**config.mk**
```make
export PLATFORM = sky130hd
export DESIGN_NAME = count_sequencer
export DESIGN_NICKNAME = d
export VERILOG_FILES = /design/src/rtl/count_seq_pkg.sv /design/src/rtl/count_core.sv /design/src/rtl/count_sequencer.sv
export SDC_FILE = /design/constraint.sdc
export NUM_CORES = 1
export LEC_CHECK = 0
export CAP_MARGIN = 20
export CORE_UTILIZATION = 30
export CTS_BUF_LIST = sky130_fd_sc_hd__clkbuf_16
export CTS_CLUSTER_SIZE = 10
export DETAILED_ROUTE_END_ITERATION = 8
export PLACE_DENSITY = 0.57
export SYNTH_ARGS = -nofsm -noshare
export SYNTH_HDL_FRONTEND = slang
export SYNTH_SLANG_ARGS = --single-unit
```
**constraint.sdc**
```tcl
create_clock -name clk -period 4.55 [get_ports clk]
set_input_delay 1.1375 -clock clk [delete_from_list [all_inputs] [get_ports clk]]
set_output_delay 1.1375 -clock clk [all_outputs]
set_load 0.03 [all_outputs]
```
**src/rtl/count_seq_pkg.sv**
```systemverilog
// count_seq_pkg: shared state type and default sizes for the count sequencer.
package count_seq_pkg;
   localparam int DEF_WIDTH = 4;
   localparam int DEF_LAP_W = 8;
   typedef enum logic [1:0] {IDLE, RUN, PAUSE} state_t;
endpackage

```
**src/rtl/count_core.sv**
```systemverilog
// count_core: counter with synchronous clear, enable and terminal-count compare.
module count_core
   import count_seq_pkg::*;
#(
   parameter int WIDTH = DEF_WIDTH
) (
   input  logic             clk,
   input  logic             rst,
   input  logic             clr_i,
   input  logic             en_i,
   input  logic [WIDTH-1:0] tc_i,
   output logic [WIDTH-1:0] q_o,
   output logic             at_tc_o
);
   logic [WIDTH-1:0] q_q, q_d;
   always_comb q_d = clr_i ? '0 : en_i ? q_q + 1'b1 : q_q;
   always_ff @(posedge clk)
      if (rst) q_q <= '0;
      else     q_q <= q_d;
   assign q_o     = q_q;
   assign at_tc_o = q_q == tc_i;
endmodule

```
**src/rtl/count_sequencer.sv**
```systemverilog
// count_sequencer: IDLE/RUN/PAUSE control around count_core with
// one-shot or auto-reload terminal count and a saturating lap counter.
module count_sequencer
   import count_seq_pkg::*;
#(
   parameter int WIDTH = DEF_WIDTH,
   parameter int LAP_W = DEF_LAP_W
) (
   input  logic             clk,
   input  logic             rst,
   input  logic             cfg_valid,
   output logic             cfg_ready,
   input  logic [WIDTH-1:0] cfg_tc,
   input  logic             cfg_reload,
   input  logic             start,
   input  logic             stop,
   input  logic             pause,
   output logic [WIDTH-1:0] q,
   output logic             busy,
   output logic             done,
   output logic [LAP_W-1:0] laps
);
   state_t           state_q;
   logic [WIDTH-1:0] tc_q;
   logic             reload_q;
   logic             done_q;
   logic [LAP_W-1:0] laps_q;
   logic             launch, advance, wrap, at_tc;
   assign launch  = state_q == IDLE && start;
   assign advance = state_q == RUN && !stop && !pause;
   assign wrap    = advance && at_tc;
   count_core #(.WIDTH(WIDTH)) u_core (
      .clk     (clk),
      .rst     (rst),
      .clr_i   (launch || wrap),
      .en_i    (advance),
      .tc_i    (tc_q),
      .q_o     (q),
      .at_tc_o (at_tc)
   );
   always_ff @(posedge clk) begin
      if (rst) begin
         state_q  <= IDLE;
         tc_q     <= '1;
         reload_q <= 1'b0;
         done_q   <= 1'b0;
         laps_q   <= '0;
      end else begin
         done_q <= wrap;
         if (state_q == IDLE && cfg_valid) begin
            tc_q     <= cfg_tc;
            reload_q <= cfg_reload;
         end
         if (launch) laps_q <= '0;
         else if (wrap && laps_q != '1) laps_q <= laps_q + 1'b1;
         case (state_q)
            IDLE:    if (start) state_q <= RUN;
            RUN:     if (stop) state_q <= IDLE;
                     else if (pause) state_q <= PAUSE;
                     else if (wrap && !reload_q) state_q <= IDLE;
            PAUSE:   if (stop) state_q <= IDLE;
                     else if (!pause) state_q <= RUN;
            default: state_q <= IDLE;
         endcase
      end
   end
   assign cfg_ready = state_q == IDLE;
   assign busy      = state_q != IDLE;
   assign done      = done_q;
   assign laps      = laps_q;
endmodule
```
# ---- Word-level counts from Yosys, hierarchy flattened
# Index checks and enable logic that the tools add are counted.
dict set report totals {
  ff_bits 20
  latchBits 0
  mem_bits_rw 0
  mem_bits_ro 0
  input_bits 11
  memories 0
}
dict set report classes {
  n_addsub 2
  multipliers 0
  div_mod_pow 0
  n_lt_le_gt_ge 0
  n_eq_ne 7
  shifts 0
  muxes 7
  bitwise_logic 0
  reduce_logical 16
}
# cell count
set op_table {}
lappend op_table {{2-bit 2-to-1 mux} 6}
lappend op_table {{8-bit by 1-bit adder with 8-bit output, second input constant} 1}
lappend op_table {{8-bit inequality test, second input constant} 1}
lappend op_table {{1-bit logical AND} 7}
lappend op_table {{2-bit one-hot mux with 3 select lines} 1}
lappend op_table {{4-bit by 1-bit adder with 4-bit output, second input constant} 1}
lappend op_table {{4-bit equality test} 1}
lappend op_table {{4-bit by 3-bit inequality test with 1-bit output, second input constant} 1}
lappend op_table {{2-bit OR reduction} 2}
lappend op_table {{1-bit logical NOT} 3}
lappend op_table {{3-bit inequality test, second input constant} 1}
lappend op_table {{3-bit AND reduction} 1}
lappend op_table {{2-bit by 1-bit equality test with 1-bit output, second input constant} 1}
lappend op_table {{2-bit equality test, second input constant} 1}
lappend op_table {{2-bit logical NOT} 1}
lappend op_table {{2-bit by 1-bit inequality test with 1-bit output, second input constant} 1}
lappend op_table {{2-bit nonzero test} 1}
lappend op_table {{1-bit logical OR} 1}

# ---- Longest topological paths before layout
# Gate-level depths: netlist (run 1).
dict set report logic_depth {
  depth_word 9
  mapped_depth 5
  ltp_nobuf 5
}

# ---- By module
# Synthesis (run 1) repeated with hierarchy kept, for this count alone.
dict set report unflattened {
  cells_unflattened 105
  area_unflattened_um2 962.2
}
# module n_inst cells_each area_per_inst_um2 seq_area_each_um2
set by_module_without_submodules {}
lappend by_module_without_submodules {count_sequencer 1 83 743.2 320.3}
lappend by_module_without_submodules {count_core 1 22 219.0 80.1}

# ---- Worst setup path after synthesis (run 1)
# OpenSTA, ideal clock, no wires.
dict set report synth_path {
  path_kind {input to register}
  start {input pause}
  end {register laps_q[4] (netlist: laps[4])}
  setup_ns 0.070
  arrival_time_ns 2.289
  required_time_ns 4.480
  setup_slack_ns 2.191
  cell_stages 4
  n_path_buf 0
  cell_sequence {nor4b_4 o21ai_2 or4_1 a21oi_1}
}
dict set report synth_between {
  elab_chain_len 4
}
# element line
set synth_lines {}
lappend synth_lines {{start: declaration} count_sequencer.sv:17} ;# input logic pause,
lappend synth_lines {{1-bit logical NOT} -}
lappend synth_lines {{1-bit logical AND} count_sequencer.sv:30} ;# assign advance = state_q == RUN && !stop && !pause;
lappend synth_lines {{1-bit logical AND} count_sequencer.sv:31} ;# assign wrap = advance && at_tc;
lappend synth_lines {{1-bit logical AND} count_sequencer.sv:55} ;# else if (wrap && laps_q != '1) laps_q <= laps_q + 1'b1;
lappend synth_lines {{end signal: assignment} count_sequencer.sv:55}
lappend synth_lines {{end: declaration} count_sequencer.sv:27} ;# logic [LAP_W-1:0] laps_q;
# No other way between the ends.
# A chain may end at the register's enable or synchronous reset.

# ---- Final worst setup path (run 1)
dict set report layout_path {
  start {register state_q[1]}
  end {output cfg_ready}
}
dict set report layout_between {
  elab_chain_len 1
}
# element line
set layout_lines {}
lappend layout_lines {{start: declaration} count_sequencer.sv:23} ;# state_t state_q;
lappend layout_lines {{start signal: assignment} count_sequencer.sv:43} ;# state_q <= IDLE;
lappend layout_lines {{start signal: assignment} count_sequencer.sv:57} ;# IDLE: if (start) state_q <= RUN;
lappend layout_lines {{start signal: assignment} count_sequencer.sv:58} ;# RUN: if (stop) state_q <= IDLE;
lappend layout_lines {{2-bit logical NOT} count_sequencer.sv:67} ;# assign cfg_ready = state_q == IDLE;
lappend layout_lines {{end: declaration} count_sequencer.sv:12} ;# output logic cfg_ready,
# No other way between the ends.

==> run_results.csv, run 1 <==
group,metric,value,unit
drt,wire_per_inst,11.9,um
global_route,grt_pass1_wl,3.56,mm
yosys,async_reset_ff_share,0,%
pwr,power_density,342,nW/um^2
clock_network,cts_resized,0,
yosys,ys_seq_elements,20,
drt,drc,0,
clock_network,cts_buffers,3,
yosys,yosysWarnings,0,
die,rows,20,
setup_path,cp_max_fo,10,
cells_and_area,final_common_cell,"clkdlybuf4s50_1",
cells_and_area,drive_gt1_share,8.40,%
sta,tightest_slew,0.566,ns
sta,slew_headroom,62.2,%
drt,detail_route.vias_per_cell,5.01,
global_route,overflow,0,
setup_path,start_kind,"flip-flop",
placement,dp_hpwl,1.55,mm
die,ios,26,
worst_hold_path,holdPathStages,2,
cells_and_area,area_growth,40.7,%
sta,fmax,353,MHz
setup_path,end_kind,"output pin",
clock_network,cts_hold_buf,0,
clock_network,cts_root_buf,"clkbuf_16",
die,initial_utilization,31.5,%
yosys,synth.top_cell.area_share,41.6,%
worst_hold_path,hold_class,"flip-flop to flip-flop",
sta,finalCriticalPeriod,2.83,ns
die,die_w,58.6,um
cells_and_area,layout_common_cells,"clkdlybuf4s50_1 (25), dfxtp_1 (20), a21oi_1 (9), nand2_1 (8)",
outcome,status,"completed",
sta,fin_crit_sh,62.3,%
yosys,synth_fp_nets,117,
clock_network,cts_tree,"done",
pwr,p_leak,0.463,nW
yosys,synth.yosys.seq_area_share,41.6,%
pwr,vdd_drop_max,129,uV
drt,drtIter0Drc,19,
setup_path,required,3.41,ns
global_route,grtUsageMet1,16.4,%
global_route,grt_start_max_net_pins,18,
die,die_h,58.6,um
global_route,grt_use_total,13.8,%
clock_network,post_cts_buffers,0,
sta,final_hold_viol_count,0,
sta,fin_tns_setup,0,ns
die,die_area,3440,um^2
sta,grt_setup_unrepaired,"no",
placement,gp_congestion,0.705,
global_route,global_route.usage.met2,24.0,%
cells_and_area,nets,145,
global_route,busiest_layer,"met2",
sta,setup_viol,0,
drt,firstDrtPassIters,4,
clock_network,clock_latency,0.25,ns
placement,io_buffers,25,
clock_network,clock_path_buffers,2,
clock_network,cts_htree_levels,1,
clock_network,clock-sinks,20,
setup_path,critical_path_class,"flip-flop to output pin",
yosys,synth.distinct_cells,32,
sta,finClkSkew,0.00306,ns
die,coreArea,3050,um^2
yosys,synth_top_area_cell,"dfxtp_1",
yosys,syn_area,962,um^2
yosys,netlist_instances,104,
sta,finalWorstSetupSlack,1.72,ns
drt,drtAntennaViolNets,0,
yosys,synth_area_leaders,"dfxtp_1 (42%), xnor2_1 (5.5%), a21oi_1 (4.7%)",
job,cap_violations,0,
setup_path,worstRegToRegCells,4,
cells_and_area,antennaDiodeCount,0,
global_route,antenna_found_initial,0,
drt,wirelength,2.08,mm
drt,vias,876,
global_route,grt_use_met3,2.64,%
yosys,synth_edf_count,0,
global_route,grt_pass1_vias,805,
yosys,synth_area_per_cell,9.25,um^2
sta,drv_slew,0,
yosys,synth-main-ff-cell,"dfxtp_1",
clock_network,path_clk_slew,0.05,ns
placement,dp_slack,1.48,ns
setup_path,critPathArrivalTime,1.70,ns
[sequential cells by signal, summed over array words and instances, names as in the netlist]
register and count:
state_q 2, tc_q 4, done 1, reload_q 1, laps 8, u_core.q_o 4
[cell families (layout without fill, tap and decap cells)]
family                   count (synthesis)  count (layout)  synth area share, %
AO/OA/AOI/OAI                           25              25                 16.9
adder cells (fa/ha/maj)                  2               2                 2.60
buffers and inverters                    5              32                 3.12
XOR/XNOR                                 8               8                 7.28
multiplexers                             3               3                 3.12
AND/OR/NAND/NOR                         41              41                 25.4
flip-flops                              20              20                 41.6
[report_power, final]
| part | switching [W] | internal (W) | leakage [nW] |
|---|---|---|---|
| Combinational | 0.0000186 | 0.0000206 | 0.249 |
| Clock | 0.0000653 | 0.000174 | 0.0511 |
| Sequential | 0.00000411 | 0.000180 | 0.163 |
| Total | 0.0000880 | 0.000375 | 0.463 |
[Yosys cell counts, types with 2 or more instances]
cell      number
a211o_1        4
nand3_1        4
xnor2_1        6
or4_1          2
and3_1         6
ha_1           2
dfxtp_1       20
o21ai_0        5
o31ai_1        2
nor2_1         4
xor2_1         2
inv_1          3
a21oi_1        9
nand2_1        8
nor3_1         3
or3_2          2
nand4_1        3
mux2i_1        3
nand2b_1       3
[worst max-delay path, stage by stage, from the launching register on]
cell	delay (ns)
dfxtp_1	0.38
nor2_2	0.32
clkdlybuf4s50_1	0.74
[stage by stage]
step / power (W) / cell area [um^2] / hold slack (ns) / cells / utilization (%)
floorplan: 0.000210 / 962 / 0.433 / 104 / -
global placement: 0.000227 / 1250 / 0.453 / 171 / 40.9
detailed placement: 0.000227 / 1250 / 0.444 / 171 / 40.9
CTS: 0.000472 / 1350 / 0.452 / 175 / 44.3
global route: 0.000481 / 1350 / 0.499 / 175 / 44.3
finish: 0.000463 / 1350 / 0.451 / 175 / 44.3
[routing by layer]
layer / wire length, um / share of wire (%)
met5: 0 / 0
met4: 28 / 1.3
met3: 98 / 4.7
met2: 977 / 47
met1: 977 / 47
[worst paths after layout]
kind	to	from	slack [ns]
hold reg to reg	reload_q$_SDFFE_PP0P_	reload_q$_SDFFE_PP0P_	0.45
hold / removal	reload_q$_SDFFE_PP0P_	reload_q$_SDFFE_PP0P_	0.45
setup reg to reg	laps[4]$_SDFFE_PP0P_	u_core.q_o[0]$_SDFFE_PP0P_	2.60
setup / recovery	cfg_ready	state_q[1]$_SDFFE_PP0P_	1.72
[final cells by class]
type,count,area (um^2)
fillers,309,1700
multi-input cells,79,532
flip-flops and latches,20,400
repair buffers,25,250
clock buffers,3,75.1
well taps,44,55.1
clock inverters,1,30.0
inverters,3,11.3
No activity file was read; power rests on OpenSTA's default activity.
==> run 2, diff against run 1 <==
--- a/config.mk
+++ b/config.mk
@@ -10,7 +10,7 @@
 export CTS_BUF_LIST = sky130_fd_sc_hd__clkbuf_16
 export CTS_CLUSTER_SIZE = 10
 export DETAILED_ROUTE_END_ITERATION = 8
-export PLACE_DENSITY = 0.57
+export PLACE_DENSITY = 0.59
 export SYNTH_ARGS = -nofsm -noshare
 export SYNTH_HDL_FRONTEND = slang
 export SYNTH_SLANG_ARGS = --single-unit
==> constraint.sdc (replaced) <==
create_clock -name clk -period 2.35 [get_ports clk]
set_input_delay 0.5875 -clock clk [delete_from_list [all_inputs] [get_ports clk]]
set_output_delay 0.5875 -clock clk [all_outputs]
set_load 0.03 [all_outputs]
==> run_results.csv, run 2 (same netlist as run 1, synthesis figures left out) <==
group,metric,value,unit
die,die_w,58.6,um
die,die_area,3440,um^2
pwr,internal-power,0.000620,W
clock_network,cts_tree,"done",
setup_path,endpoint,"busy",
pwr,combPwrFrac,10.5,%
outcome,status,"completed",
die,rows,20,
pwr,switching_share,21.8,%
cells_and_area,seqCellArea,400,um^2
cells_and_area,largest_reg_flops,8,
clock_network,cts_buffers,3,
setup_path,r2r_start,"state_q[1]$_SDFFE_PP0P_",
clock_network,cts_resized,0,
sta,setup_viol,0,
cells_and_area,num-fill-cells,298,
drt,detail_route.vias_per_cell,4.83,
drt,drc,0,
drt,wire_per_inst,12.3,um
setup_path,rrSetupSlack,0.74,ns
sta,finClkSkew,0.00298,ns
sta,hold_slack,0.463,ns
cells_and_area,layout_common_cells,"clkdlybuf4s50_1 (25), dfxtp_1 (20), a21oi_1 (9), nand2_1 (8)",
setup_path,critical_path_class,"flip-flop to output pin",
setup_path,end_kind,"output pin",
worst_hold_path,holdCritStartpoint,"reload_q$_SDFFE_PP0P_",
sta,grt_setup_unrepaired,"no",
die,coreArea,3050,um^2
sta,fmax,469,MHz
drt,firstDrtPassIters,4,
setup_path,critPathArrivalTime,1.54,ns
global_route,grt_use_total,15.1,%
setup_path,cp_max_fo,5,
global_route,antenna_found_initial,0,
setup_path,startpoint,"state_q[1]$_SDFFE_PP0P_",
clock_network,path_clk_slew,0.05,ns
cells_and_area,utilization,44.7,%
clock_network,clock_latency,0.25,ns
clock_network,clock_path_buffers,2,
worst_hold_path,hold_class,"flip-flop to flip-flop",
sta,final_hold_viol_count,0,
clock_network,post_cts_buffers,0,
setup_path,reg2reg_to,"laps[5]$_SDFFE_PP0P_",
setup_path,required,1.76,ns
global_route,overflow,0,
cells_and_area,final_common_cell,"clkdlybuf4s50_1",
sta,finalCriticalPeriod,2.13,ns
setup_path,worstRegToRegCells,4,
clock_network,cts_hold_buf,0,
sta,tightest_slew,0.444,ns
pwr,clkPwrFrac,44.6,%
cells_and_area,area_growth,41.9,%
placement,io_buffers,25,
sta,slew_headroom,70.1,%
clock_network,cts_htree_levels,1,
clock_network,clock-sinks,20,
die,ios,26,
pwr,p_leak,0.474,nW
sta,fin_crit_sh,90.7,%
sta,drv_slew,0,
job,cap_violations,0,
drt,drtIter0Drc,11,
pwr,power.share.sequential,44.9,%
pwr,power_density,581,nW/um^2
cells_and_area,antennaDiodeCount,0,
pwr,vdd_drop_max,342,uV
drt,vias,870,
cells_and_area,nets,150,
pwr,power.switching,0.000173,W
die,die_h,58.6,um
cells_and_area,multiInputGateArea,532,um^2
drt,drtAntennaViolNets,0,
drt,wirelength,2.21,mm
global_route,grt_pass1_vias,831,
placement,dp_hpwl,1.60,mm
cells_and_area,drive_gt1_share,11.0,%
placement,gp_congestion,0.698,
setup_path,start_kind,"flip-flop",
die,initial_utilization,31.5,%
global_route,grt_pass1_wl,3.84,mm
global_route,grt_start_max_net_pins,18,
sta,fin_tns_setup,0,ns
clock_network,cts_root_buf,"clkbuf_16",
## run 2: worst max-delay path, stage by stage, from the launching register on
cell and delay, ns:
dfxtp_1 0.47, nor2_2 0.10, inv_1 0.06, clkdlybuf4s50_1 0.66
## run 2: layout make-up
class	count	area share, %
multi-input combinational	79	39.0
sequential	20	29.3
timing repair buffer	30	21.1
clock buffer	3	5.50
tap	44	4.03
inverter	3	0.825
clock inverter	1	0.275
## run 2: layer usage
layer | part of all wire, % | up-vias | track usage, % | routed length [um]
met5 | 0 | - | 0 | 0
met4 | 2.5 | 0 | 8.16 | 55
met3 | 5.8 | 5 | 5.05 | 129
met2 | 45 | 24 | 24.5 | 983
met1 | 47 | 395 | 17.8 | 1040
li1 | - | 446 | - | -
## run 2: how the worst min path moves through the flow
stage	to	slack (ns)	cells past startpoint
finish	reload_q$_SDFFE_PP0P_	0.46	2
global route	reload_q$_SDFFE_PP0P_	0.49	2
CTS	reload_q$_SDFFE_PP0P_	0.46	2
detailed placement	reload_q$_SDFFE_PP0P_	0.45	2
global placement	reload_q$_SDFFE_PP0P_	0.45	2
floorplan	reload_q$_SDFFE_PP0P_	0.43	2
## run 2: stage by stage
step	power, W	cell area [um^2]	cells	setup WS (ns)
2_1_floorplan	0.000406	962	104	0.541
4_1_cts	0.000805	1370	180	0.203
3_5_place_dp	0.000447	1290	176	0.0558
5_1_grt	0.000824	1370	180	0.142
3_3_place_gp	0.000445	1290	176	0.108
6_report	0.000793	1370	180	0.219
## run 2: power by group through the flow
stage / Sequential (W) / Clock, W / Combinational, W
2_1_floorplan: 0.000363 / 0 / 0.0000439
3_3_place_gp: 0.000363 / 0 / 0.0000820
5_1_grt: 0.000358 / 0.000376 / 0.0000909
4_1_cts: 0.000356 / 0.000365 / 0.0000839
6_report: 0.000356 / 0.000354 / 0.0000830
3_5_place_dp: 0.000364 / 0 / 0.0000832
